===== src/rtl/pipe_ctrl_pkg.sv =====
// Shared types and constants for the pipeline hazard controller.
package pipe_ctrl_pkg;
  typedef enum logic [1:0] {
    RUN,
    MEM_WAIT,
    FAULT
  } state_t;

  localparam int WAIT_W = 16;
  localparam logic [4:0] REG_X0 = 5'd0;
endpackage


===== src/rtl/hazard_detect.sv =====
// Load-use detector: ID sources against the destination of a load in EX.
module hazard_detect
  import pipe_ctrl_pkg::*;
(
  input  logic [4:0] i_id_rs1,
  input  logic [4:0] i_id_rs2,
  input  logic       i_use_rs1,
  input  logic       i_use_rs2,
  input  logic       i_ex_memread,
  input  logic [4:0] i_ex_rd,
  output logic       o_lu
);
  logic w_hit1;
  logic w_hit2;

  assign w_hit1 = i_use_rs1 & (i_id_rs1 == i_ex_rd);
  assign w_hit2 = i_use_rs2 & (i_id_rs2 == i_ex_rd);
  assign o_lu = i_ex_memread & (i_ex_rd != REG_X0)
              & (w_hit1 | w_hit2);
endmodule


===== src/rtl/pipeline_hazard_ctrl.sv =====
// Stall/flush sequencer: load-use, redirects, memory waits with watchdog,
// plus saturating stall and flush counters.
module pipeline_hazard_ctrl #(
  parameter int unsigned TIMEOUT = 255,
  parameter int unsigned CNT_W   = 32
) (
  input  logic             clk,
  input  logic             rstn,
  input  logic [4:0]       id_rs1,
  input  logic [4:0]       id_rs2,
  input  logic             id_use_rs1,
  input  logic             id_use_rs2,
  input  logic             ex_memread,
  input  logic [4:0]       ex_rd,
  input  logic             ex_redirect,
  input  logic             mem_req,
  input  logic             mem_ready,
  output logic             pc_en,
  output logic             ifid_en,
  output logic             idex_en,
  output logic             exmem_en,
  output logic             memwb_en,
  output logic             ifid_flush,
  output logic             idex_flush,
  output logic             memwb_flush,
  output logic             mem_timeout,
  output logic [CNT_W-1:0] stall_cycles,
  output logic [CNT_W-1:0] flush_count
);
  import pipe_ctrl_pkg::*;

  localparam logic [WAIT_W-1:0] TO = WAIT_W'(TIMEOUT);

  state_t             r_state;
  state_t             w_next;
  logic [WAIT_W-1:0]  r_wait;
  logic [WAIT_W-1:0]  w_wait_nx;
  logic [CNT_W-1:0]   r_stall;
  logic [CNT_W-1:0]   r_flush;
  logic               r_timeout;
  logic               w_lu;
  logic               w_freeze;
  logic               w_stall;
  logic               w_redir;
  logic [4:0]         w_en;
  logic [2:0]         w_fl;

  hazard_detect u_hd (
    .i_id_rs1     (id_rs1),
    .i_id_rs2     (id_rs2),
    .i_use_rs1    (id_use_rs1),
    .i_use_rs2    (id_use_rs2),
    .i_ex_memread (ex_memread),
    .i_ex_rd      (ex_rd),
    .o_lu         (w_lu)
  );

  assign w_freeze = mem_req & ~mem_ready;

  // w_en = {pc, ifid, idex, exmem, memwb}; w_fl = {ifid, idex, memwb}
  always_comb begin
    w_en    = 5'b11111;
    w_fl    = 3'b000;
    w_stall = 1'b0;
    w_redir = 1'b0;
    priority case (1'b1)
      (r_state == FAULT): begin
        w_en = 5'b00000;
      end
      w_freeze: begin
        w_en    = 5'b00001;
        w_fl    = 3'b001;
        w_stall = 1'b1;
      end
      ex_redirect: begin
        w_fl    = 3'b110;
        w_redir = 1'b1;
      end
      w_lu: begin
        w_en    = 5'b00111;
        w_fl    = 3'b010;
        w_stall = 1'b1;
      end
      default: ;
    endcase
  end

  assign pc_en       = w_en[4] & rstn;
  assign ifid_en     = w_en[3] & rstn;
  assign idex_en     = w_en[2] & rstn;
  assign exmem_en    = w_en[1] & rstn;
  assign memwb_en    = w_en[0] & rstn;
  assign ifid_flush  = w_fl[2] & rstn;
  assign idex_flush  = w_fl[1] & rstn;
  assign memwb_flush = w_fl[0] & rstn;

  always_comb begin
    w_next    = r_state;
    w_wait_nx = r_wait;
    unique case (r_state)
      RUN: begin
        if (w_freeze) begin
          w_next    = MEM_WAIT;
          w_wait_nx = WAIT_W'(1);
        end
      end
      MEM_WAIT: begin
        if (!w_freeze) begin
          w_next    = RUN;
          w_wait_nx = '0;
        end else if (r_wait < TO) begin
          w_wait_nx = r_wait + WAIT_W'(1);
        end else begin
          w_next = FAULT;
        end
      end
      FAULT: ;
      default: begin
        w_next    = RUN;
        w_wait_nx = '0;
      end
    endcase
  end

  always_ff @(posedge clk or negedge rstn) begin
    if (!rstn) begin
      r_state   <= RUN;
      r_wait    <= '0;
      r_stall   <= '0;
      r_flush   <= '0;
      r_timeout <= 1'b0;
    end else begin
      r_state   <= w_next;
      r_wait    <= w_wait_nx;
      r_timeout <= r_timeout | (w_next == FAULT);
      if (w_stall && !(&r_stall))
        r_stall <= r_stall + CNT_W'(1);
      if (w_redir && !(&r_flush))
        r_flush <= r_flush + CNT_W'(1);
    end
  end

  assign mem_timeout  = r_timeout;
  assign stall_cycles = r_stall;
  assign flush_count  = r_flush;
endmodule

===== config.mk =====
export PLATFORM = sky130hd
export DESIGN_NAME = pipeline_hazard_ctrl
export DESIGN_NICKNAME = d
export VERILOG_FILES = /design/src/rtl/pipe_ctrl_pkg.sv /design/src/rtl/hazard_detect.sv /design/src/rtl/pipeline_hazard_ctrl.sv
export SDC_FILE = /design/constraint.sdc
export NUM_CORES = 1
export LEC_CHECK = 0
export CORE_MARGIN = 3
export CORE_UTILIZATION = 45
export DETAILED_ROUTE_END_ITERATION = 6
export GPL_ROUTABILITY_DRIVEN = 0
export PLACE_DENSITY = 0.73
export SYNTH_ARGS = -nofsm -noshare
export SYNTH_HDL_FRONTEND = slang
export SYNTH_SLANG_ARGS = --single-unit

===== constraint.sdc =====
create_clock -name clk -period 2.7 [get_ports clk]
set_input_delay 0.54 -clock clk [delete_from_list [all_inputs] [get_ports clk]]
set_output_delay 0.54 -clock clk [all_outputs]
set_load 0.03 [all_outputs]

Word level (Yosys, flattened, before mapping)
Index checks and enable logic that the tools add are counted.
{"block": "classes", "n_mux": 23, "bitwise_logic": 17, "n_addsub": 3, "n_reduce_logical": 9, "magnitude_cmp": 1, "eq_ne": 7}
{"operator": "32-bit by 1-bit adder with 32-bit output, second input constant", "n": 2}
{"operator": "32-bit AND reduction", "n": 2}
{"operator": "16-bit two-way mux", "n": 3}
{"operator": "16-bit case mux with 3 select lines", "n": 1}
{"operator": "5-bit two-way mux", "n": 4}
{"operator": "16-bit by 1-bit adder with 16-bit output, second input constant", "n": 1}
{"operator": "16-bit by 8-bit less-than comparator with 1-bit output, second input constant", "n": 1}
{"operator": "1-bit AND", "n": 13}
{"operator": "5-bit == test", "n": 2}
{"operator": "3-bit two-way mux", "n": 3}
{"operator": "2-bit two-way mux", "n": 4}
{"operator": "1-bit two-way mux", "n": 7}
{"operator": "2-bit case mux with 3 select lines", "n": 1}
{"operator": "5-bit nonzero test", "n": 1}
{"operator": "2-bit == test, second input constant", "n": 2}
{"operator": "3-bit inequality test, second input constant", "n": 1}
{"operator": "3-bit AND reduction", "n": 1}
{"operator": "2-bit by 1-bit == test with 1-bit output, second input constant", "n": 1}
{"operator": "1-bit logical AND", "n": 2}
{"operator": "1-bit zero test", "n": 2}
{"operator": "2-bit zero test", "n": 1}
{"operator": "2-bit inequality test, second input constant", "n": 1}
{"operator": "1-bit inverter", "n": 2}
{"operator": "1-bit bitwise OR", "n": 2}
{"block": "totals", "regBits": 83, "in_bits": 23, "output_inout_bits": 73, "elab_cells": 65}

Logic depth before layout (Yosys ltp)
Gate-level depths: netlist of run 1.
{"block": "depth", "word_depth": 9, "mapped_depth": 9, "ltp_nobuf": 8}

By module
Synthesis of run 1 repeated with hierarchy kept, for this count alone.
{"block": "unflattened", "hier_cells": 397, "area_unflattened_um2": 4144.0}
{"module": "pipeline_hazard_ctrl", "seq_area_each_um2": 2077.0, "n_inst": 1, "area_each_um2": 4010.1, "cells_per_inst": 380}
{"module": "hazard_detect", "seq_area_each_um2": 0.0, "n_inst": 1, "area_each_um2": 133.9, "cells_per_inst": 17}

Worst setup path before layout of run 1
No wires, ideal clock.
{"block": "synth_path", "kind": "input-to-output", "start": "input port mem_ready", "end": "output port idex_flush", "path_slack_ns": 0.296, "n_path_buf": 0, "required_time_ns": 2.160, "path_stages": 3, "t_arrival_ns": 1.864, "cell_sequence": "nand2b_1 -> and3_1 -> a21boi_0"}
{"block": "synth_via", "elab_chain_cells": 5}
{"item": "start, declared", "line": "pipeline_hazard_ctrl.sv:17", "text": "input logic mem_ready,"}
{"item": "1-bit inverter", "line": "pipeline_hazard_ctrl.sv:58", "text": "assign w_freeze = mem_req & ~mem_ready;"}
{"item": "1-bit AND", "line": "pipeline_hazard_ctrl.sv:58"}
{"item": "3-bit two-way mux (2 in series)", "line": "pipeline_hazard_ctrl.sv:66", "text": "priority case (1'b1)"}
{"item": "1-bit AND", "line": "pipeline_hazard_ctrl.sv:94", "text": "assign idex_flush = w_fl[1] & rstn;"}
{"item": "end, declared", "line": "pipeline_hazard_ctrl.sv:24", "text": "output logic idex_flush,"}
No other way between the ends.

Worst setup path after layout of run 1
{"block": "layout_path", "start": "input port id_rs2[1]", "end": "register r_stall[31], in the netlist stall_cycles[31]"}
{"block": "layout_via", "elab_chain_cells": 9}
{"item": "start, declared", "line": "pipeline_hazard_ctrl.sv:10", "text": "input logic [4:0] id_rs2,"}
{"item": "5-bit == test", "line": "hazard_detect.sv:17", "text": "assign w_hit2 = i_use_rs2 & (i_id_rs2 == i_ex_rd);"}
{"item": "1-bit AND", "line": "hazard_detect.sv:17"}
{"item": "1-bit bitwise OR", "line": "hazard_detect.sv:19", "text": "& (w_hit1 | w_hit2);"}
{"item": "1-bit AND", "line": "hazard_detect.sv:19"}
{"item": "1-bit two-way mux (4 in series)", "line": "pipeline_hazard_ctrl.sv:66"}
{"item": "1-bit logical AND", "line": "pipeline_hazard_ctrl.sv:136", "text": "if (w_stall && !(&r_stall))"}
{"item": "end signal, assigned", "line": "pipeline_hazard_ctrl.sv:137", "text": "r_stall <= r_stall + CNT_W'(1);"}
{"item": "end, declared", "line": "pipeline_hazard_ctrl.sv:38", "text": "logic [CNT_W-1:0] r_stall;"}
No other way between the ends.
A chain may end at the register's enable or synchronous reset.

==> results of run 1 <==
[critical path, cell delays in order]
cell,delay [ns]
clkdlybuf4s50_1,0.48
xnor2_1,0.12
nand4_1,0.13
o22ai_2,0.19
buf_4,0.13
a21oi_1,0.08
a41o_1,0.25
buf_12,0.17
or4_1,0.54
xnor2_1,0.14
[final timing paths]
path | slack (ns) | start | cells after the start | to
max | 0.15 | id_rs2[1] | 10 | stall_cycles[31]
min | 0.47 | rstn | 2 | r_state[1]
max reg2reg | 0.40 | stall_cycles[0] | 7 | stall_cycles[31]
min reg2reg | 0.47 | mem_timeout | 1 | mem_timeout
max in group asynchronous | 1.54 | rstn | 2 | flush_count[25]
min in group clk | 0.47 | mem_timeout | 1 | mem_timeout
[flip-flops by register name (all words and copies together) (netlist names)]
register and cells:
stall_cycles 32, r_wait 16, flush_count 32, mem_timeout 1, r_state 2
[logic make-up after synthesis]
logic type               after synthesis  share of synthesized area, %
AO/OA/AOI/OAI                         29                          4.28
XOR/XNOR                              75                          15.8
adder cells (fa/ha/maj)                3                         0.905
buffers and inverters                 17                          1.93
flip-flops                            83                          50.0
multiplexers                           3                         0.784
AND/OR/NAND/NOR                      198                          26.2
[metrics by stage]
| step | hold WS [ns] | utilization (%) | power [W] | area [um^2] | worst slack [ns] |
|---|---|---|---|---|---|
| finish | 0.472 | 62.7 | 0.00334 | 5550 | 0.150 |
| global route | 0.508 | 62.7 | 0.00351 | 5550 | 0.00686 |
| CTS | 0.479 | 62.4 | 0.00338 | 5520 | 0.0180 |
| detailed placement | 0.457 | 60.0 | 0.00241 | 5310 | -0.403 |
| global placement | 0.451 | 60.0 | 0.00239 | 5310 | -0.399 |
| floorplan | 0.244 | - | 0.00198 | 4150 | 0.296 |
[cells in the mapped netlist, types with 3 or more instances]
master	n
a21oi_1	6
a31oi_1	4
and2_1	6
and3_1	13
and4_1	5
buf_2	4
buf_4	3
dfrtp_1	83
ha_1	3
inv_1	8
nand2_1	36
nand2b_1	4
nand3_1	31
nand4_1	15
nor2_1	35
nor2b_1	3
nor3_1	14
nor4_1	15
o21ai_0	8
o22ai_1	4
or2_2	4
or4_1	4
xnor2_1	35
xor2_1	40
[what timing repair did]
item,4_1_cts,5_1_grt
resized for setup,7,8
pin swaps,0,3
endpoints found under the setup margin,3,5
[power breakdown]
group / internal, W / switching (W) / total (W)
Sequential: 0.00135 / 0.000154 / 0.00151
Combinational: 0.000370 / 0.000501 / 0.000871
Clock: 0.000523 / 0.000437 / 0.000960
Total: 0.00225 / 0.00109 / 0.00334
[final cells by class]
| type | instances | area (um^2) |
|---|---|---|
| tap | 108 | 135 |
| fill | 766 | 3300 |
| inverter | 8 | 30.0 |
| clock buffer | 10 | 128 |
| sequential | 83 | 2080 |
| timing repair buffer | 112 | 1080 |
| multi-input combinational | 308 | 2010 |
| clock inverter | 6 | 90.1 |
[per-layer routing]
layer | GRT usage [%] | routed length (um) | part of all wire, %
met1 | 26.1 | 4590 | 48
met2 | 30.3 | 4600 | 48
met3 | 3.96 | 357 | 3.7
met4 | 5.75 | 54 | 0.56
met5 | 0 | 0 | 0
==> impl_metrics.tcl, run 1 <==
set metrics [dict create \
    outcome "finished clean" \
    synth_edf_count 0 \
    rsz0062_at_grt "no" \
    cts_sinks 83 \
    clk_pin_slew_worst_paths_ns 0.08 \
    drt-pass1-iter-count 4 \
    drc_errors 0 \
    grt_max_degree 84 \
    track_usage_pct 19.0 \
    cts_post_setup_buffers_inserted 0 \
    hold_violations 0 \
    crit_path_end_kind "register" \
    dp_hpwl_mm 7.01 \
    timing.fmax_mhz 392 \
    synth_top_area_share_pct 50.0 \
    start_kind "primary input" \
    fin_crit_ns 2.55 \
    syn_inst 408 \
    core-area_um2 8850 \
    min_path_type "primary input to asynchronous set/reset pin" \
    htreeDepth 3 \
    yosysWarnings 0 \
    cts_tree "yes" \
    clockBufferDepth 2 \
    layout_commonest_cell "dfrtp_1" \
    cp_max_fo 31 \
    viasPerCell 5.33 \
    setup_viol 0 \
    grt_pass1_wl_mm 15.8 \
    slew_violations 0 \
    n_antenna_cell 0 \
    fp.dieH_um 102 \
    wl_mm 9.60 \
    async_flop_share_pct 100 \
    synth_flop_cell "dfrtp_1" \
    ys_seq_elements 83 \
    synth_seq_area_share_pct 50.0 \
    grt_antenna_before_repair 0 \
    synthToLayoutAreaGrowth_pct 33.6 \
    fin_skew_ns 0.0132 \
    synth_area_leaders "dfrtp_1, xor2_1, xnor2_1" \
    synth_area_leader_cell "dfrtp_1" \
    cts_made_buffers 9 \
    worstPathRequired_ns 2.93 \
    post-route-period-util_pct 94.5 \
    rows 34 \
    worstMarginPinSlew_ns 1.03 \
    numPortBuffers 95 \
    synth_cell_types 46 \
    dpl.cell_count 619 \
    syn_avg_cell_area_um2 10.2 \
    antenna_left 0 \
    grt_overflow 0 \
    syn_nets 434 \
    final_cell_mix "dfrtp_1, clkdlybuf4s50_1, xor2_1" \
    arrival_ns 2.78 \
    leakage_nw 2.48 \
    fin_tns_setup_ns 0 \
    drive_above_1_share_pct 11.2 \
    peakVddDrop_v 0.000284 \
    root_buffer "clkbuf_8" \
    vias 3386 \
    die_width_um 102 \
    dr.first_iter.drc_count 128 \
    slew_headroom_pct 31.2 \
    critical_path_class "primary input to register" \
    drv_cap 0 \
    p_per_area_nw_per_um2 602 \
    fin_cells 635 \
    start_util_pct 46.9 \
    die_area_um2 10400 \
    wire_per_inst_um 15.1 \
    nNetsFinal 548 \
    grt_pass1_vias 3346 \
    insertion_delay_ns 0.34 \
    synth_area_um2 4150 \
    hold_buffers 0 \
    io_pins 96 \
]
Power figures use the tool's default switching activity.
==> inputs of run 2 (changes only) <==
--- a/config.mk
+++ b/config.mk
@@ -5,11 +5,13 @@
 export SDC_FILE = /design/constraint.sdc
 export NUM_CORES = 1
 export LEC_CHECK = 0
+export CORE_ASPECT_RATIO = 1.1
 export CORE_MARGIN = 3
 export CORE_UTILIZATION = 45
 export DETAILED_ROUTE_END_ITERATION = 6
 export GPL_ROUTABILITY_DRIVEN = 0
 export PLACE_DENSITY = 0.73
+export SETUP_SLACK_MARGIN = 0.3
 export SYNTH_ARGS = -nofsm -noshare
 export SYNTH_HDL_FRONTEND = slang
 export SYNTH_SLANG_ARGS = --single-unit
==> constraint.sdc (replaced) <==
create_clock -name clk -period 2.7 [get_ports clk]
set_input_delay 0.405 -clock clk [delete_from_list [all_inputs] [get_ports clk]]
set_output_delay 0.405 -clock clk [all_outputs]
set_load 0.03 [all_outputs]
==> impl_metrics.tcl, run 2 (same netlist as run 1, synthesis figures left out) <==
set metrics [dict create \
    fin_cells 637 \
    grt_pass1_vias 3358 \
    reg2reg_depth 7 \
    start_kind "primary input" \
    slew_violations 0 \
    rsz0062_at_grt "no" \
    regArea_um2 2080 \
    track_usage_pct 19.1 \
    grt_max_degree 84 \
    multi_input_area_um2 2020 \
    die_width_um 97.6 \
    startpoint "id_rs2[1]" \
    outcome "finished clean" \
    start_util_pct 46.5 \
    r2r_end "stall_cycles[1]" \
    cts_sinks 83 \
    viasPerCell 5.32 \
    final_core_util_pct 61.9 \
    root_buffer "clkbuf_8" \
    fin_tns_setup_ns 0 \
    final_area_um2 5520 \
    io_pins 96 \
    rr_startpoint "stall_cycles[3]" \
    wire_per_inst_um 15.0 \
    fin_crit_ns 2.34 \
    htreeDepth 3 \
    drv_cap 0 \
    clk_pin_slew_worst_paths_ns 0.08 \
    core-area_um2 8920 \
    dpl.cell_count 621 \
    grt_antenna_before_repair 0 \
    timing.fmax_mhz 428 \
    cp_max_fo 2 \
    drc_errors 0 \
    clockBufferDepth 2 \
    cts_made_buffers 9 \
    drt-pass1-iter-count 4 \
    critPathCapture "pc_en" \
    setup_viol 0 \
    die_area_um2 10400 \
    fill_cells 757 \
    hold_buffers 0 \
    vias 3391 \
    grt_overflow 0 \
    peakVddDrop_v 0.000542 \
    drive_above_1_share_pct 10.7 \
    hold_ws_ns 0.334 \
    antenna_left 0 \
    r2r_setup_slack_ns 0.52 \
    leakage_nw 2.41 \
    cts_tree "yes" \
    synthToLayoutAreaGrowth_pct 33.0 \
    critical_path_class "primary input to output port" \
    dpl_cell_area_um2 5290 \
    layout_commonest_cell "dfrtp_1" \
    dr.first_iter.drc_count 164 \
    wl_mm 9.56 \
    crit_path_end_kind "output port" \
    insertion_delay_ns 0.35 \
    min_path_type "primary input to asynchronous set/reset pin" \
    post-route-period-util_pct 86.6 \
    final_cell_mix "dfrtp_1, clkdlybuf4s50_1, xor2_1" \
    numPortBuffers 95 \
    n_antenna_cell 0 \
    fp.dieH_um 107 \
    dp_hpwl_mm 6.93 \
    p_per_area_nw_per_um2 593 \
    worstPathRequired_ns 2.30 \
    worstMarginPinSlew_ns 1.02 \
    arrival_ns 1.93 \
    grt_pass1_wl_mm 16.3 \
    slew_headroom_pct 31.7 \
    fin_skew_ns 0.0115 \
    nNetsFinal 544 \
    hold_violations 0 \
    rows 36 \
]
run 2: layer usage:
metal  up-vias  wire length [um]  global-route usage (%)
li1       1657                 -                       -
met3         9               497                    4.49
met1      1632              4350                    25.3
met4         0               123                    5.34
met5         -                 0                       0
met2        93              4590                    31.4
run 2: critical path, stage by stage:
cell,delay (ns)
clkdlybuf4s50_1,0.48
xnor2_1,0.13
nand4_1,0.14
o22ai_2,0.21
nand2b_1,0.09
buf_4,0.14
o21a_4,0.20
buf_6,0.13
run 2: worst min path at each step:
| stage | startpoint | to | cells past startpoint |
|---|---|---|---|
| floorplan | rstn | flush_count[0] | 0 |
| global placement | mem_timeout | mem_timeout | 1 |
| detailed placement | mem_timeout | mem_timeout | 1 |
| CTS | rstn | stall_cycles[19] | 2 |
| global route | rstn | r_wait[6] | 2 |
| finish | rstn | r_wait[6] | 2 |
run 2: area by class of cell:
type | instances | area share [%]
clock buffer | 11 | 2.56
inverter | 8 | 0.544
clock inverter | 5 | 1.11
timing repair buffer | 108 | 18.9
tap | 114 | 2.58
multi-input combinational | 308 | 36.7
sequential | 83 | 37.6
run 2: repair_timing:
| action | 4_1_cts | 5_1_grt |
|---|---|---|
| setup buffers | 0 | 0 |
| endpoints found under the setup margin | 17 | 7 |
| resized for setup | 16 | 7 |
run 2: metrics by stage:
stage               setup WS [ns]  total power (W)
floorplan                   0.381          0.00198
global placement           -0.152          0.00238
detailed placement         -0.210          0.00241
CTS                         0.295          0.00332
global route                0.326          0.00346
finish                      0.362          0.00327
run 2: report_power, final:
group	total [W]	internal, W	switching, W
Combinational	0.000868	0.000367	0.000500
Sequential	0.00151	0.00135	0.000158
Clock	0.000895	0.000456	0.000439
==> inputs of run 3 (changes only) <==
==> constraint.sdc (replaced) <==
create_clock -name clk -period 2.79 [get_ports clk]
set_input_delay 0.4185 -clock clk [delete_from_list [all_inputs] [get_ports clk]]
set_output_delay 0.4185 -clock clk [all_outputs]
set_load 0.03 [all_outputs]
==> impl_metrics.tcl, run 3 (same netlist as run 1, synthesis figures left out) <==
set metrics [dict create \
    fill_cells 737 \
    dp_slack_ns -0.124 \
    io_pins 96 \
    cts_post_setup_buffers_inserted 0 \
    die_width_um 97.6 \
    worstMarginPinSlew_ns 0.861 \
    regArea_um2 2080 \
    p_per_area_nw_per_um2 558 \
    leakage_nw 2.44 \
    peakVddDrop_v 0.000460 \
    timing.fmax_mhz 421 \
    hold_ws_ns 0.275 \
    cp_max_fo 3 \
    n_antenna_cell 0 \
    clk_pin_slew_worst_paths_ns 0.09 \
    wl_mm 9.47 \
    drt-pass1-iter-count 5 \
    cts_sinks 83 \
    fp.dieH_um 107 \
    fin_tns_setup_ns 0 \
    setup_viol 0 \
    grt_overflow 0 \
    dr.first_iter.drc_count 143 \
    drc_errors 0 \
    crit_path_end_kind "output port" \
    numPortBuffers 95 \
    final_area_um2 5510 \
    fin_crit_ns 2.37 \
    start_kind "primary input" \
    insertion_delay_ns 0.35 \
    rows 36 \
    p_total_w 0.00307 \
    track_usage_pct 18.6 \
    drv_cap 0 \
    die_area_um2 10400 \
    post-route-period-util_pct 85.1 \
    multi_input_area_um2 2020 \
    synthToLayoutAreaGrowth_pct 32.7 \
    grt_antenna_before_repair 0 \
    start_util_pct 46.5 \
    cts_tree "yes" \
    setup_ws_ns 0.416 \
    grt_max_degree 65 \
    grt_pass1_vias 3360 \
    core-area_um2 8920 \
    dp_hpwl_mm 6.89 \
    clockBufferDepth 2 \
    vias 3400 \
    arrival_ns 1.96 \
    grt_pass1_wl_mm 16.1 \
    cts_made_buffers 9 \
    hold_violations 0 \
    outcome "finished clean" \
    worstPathRequired_ns 2.37 \
    reg2reg_depth 6 \
    nNetsFinal 545 \
    dpl_cell_area_um2 5300 \
    viasPerCell 5.33 \
    critical_path_class "primary input to output port" \
    fin_skew_ns 0.0140 \
    rsz0062_at_grt "no" \
    min_path_type "primary input to asynchronous set/reset pin" \
    slew_violations 0 \
    slew_headroom_pct 42.4 \
    wire_per_inst_um 14.8 \
    root_buffer "clkbuf_8" \
    drive_above_1_share_pct 9.54 \
    htreeDepth 3 \
    final_cell_mix "dfrtp_1, clkdlybuf4s50_1, xor2_1" \
    antenna_left 0 \
]
## run 3: metal layers
| layer | global-route usage, % | part of all wire (%) |
|---|---|---|
| met4 | 6.03 | 1.4 |
| met1 | 24.3 | 45 |
| met2 | 30.9 | 48 |
| met5 | 0 | 0 |
| met3 | 4.36 | 5.4 |
## run 3: report_power, final
part	switching, W	leakage (nW)	internal, W
Sequential	0.000152	1.09	0.00131
Combinational	0.000477	1.26	0.000354
Clock	0.000428	0.0859	0.000351
Total	0.00106	2.44	0.00202
## run 3: timing repair
| action | in CTS | in global routing |
|---|---|---|
| hold buffers | 1 | 0 |
| hold endpoints to repair | 19 | 0 |
| gates resized for setup | 10 | 9 |
| setup endpoints to repair | 5 | 11 |
## run 3: final timing paths
kind | to | slack [ns] | start
max | pc_en | 0.42 | ex_rd[1]
min | stall_cycles[21] | 0.27 | rstn
max reg2reg | stall_cycles[1] | 0.55 | stall_cycles[0]
min reg2reg | mem_timeout | 0.48 | mem_timeout
max in group asynchronous | r_wait[0] | 1.51 | rstn
min in group clk | mem_timeout | 0.48 | mem_timeout
## run 3: final cells by class
class / count / area share [%]
clock inverters: 5 / 0.682
well taps: 114 / 2.59
flip-flops and latches: 83 / 37.7
inverters: 8 / 0.545
repair buffers: 109 / 19.3
clock buffers: 11 / 2.57
multi-input cells: 308 / 36.6
## run 3: worst max-delay path, cell delays in order
cell and delay, ns:
dlygate4sd2_1 0.29, or4_4 0.56, o21ai_2 0.14, nand2b_1 0.14, buf_4 0.11, o21a_1 0.13
buf_4 0.16
## run 3: through the flow
step / utilization [%] / cells
after floorplan: - / 408
after global placement: 59.4 / 621
after detailed placement: 59.4 / 621
after CTS: 61.5 / 638
after global routing: 61.8 / 638
final: 61.8 / 638
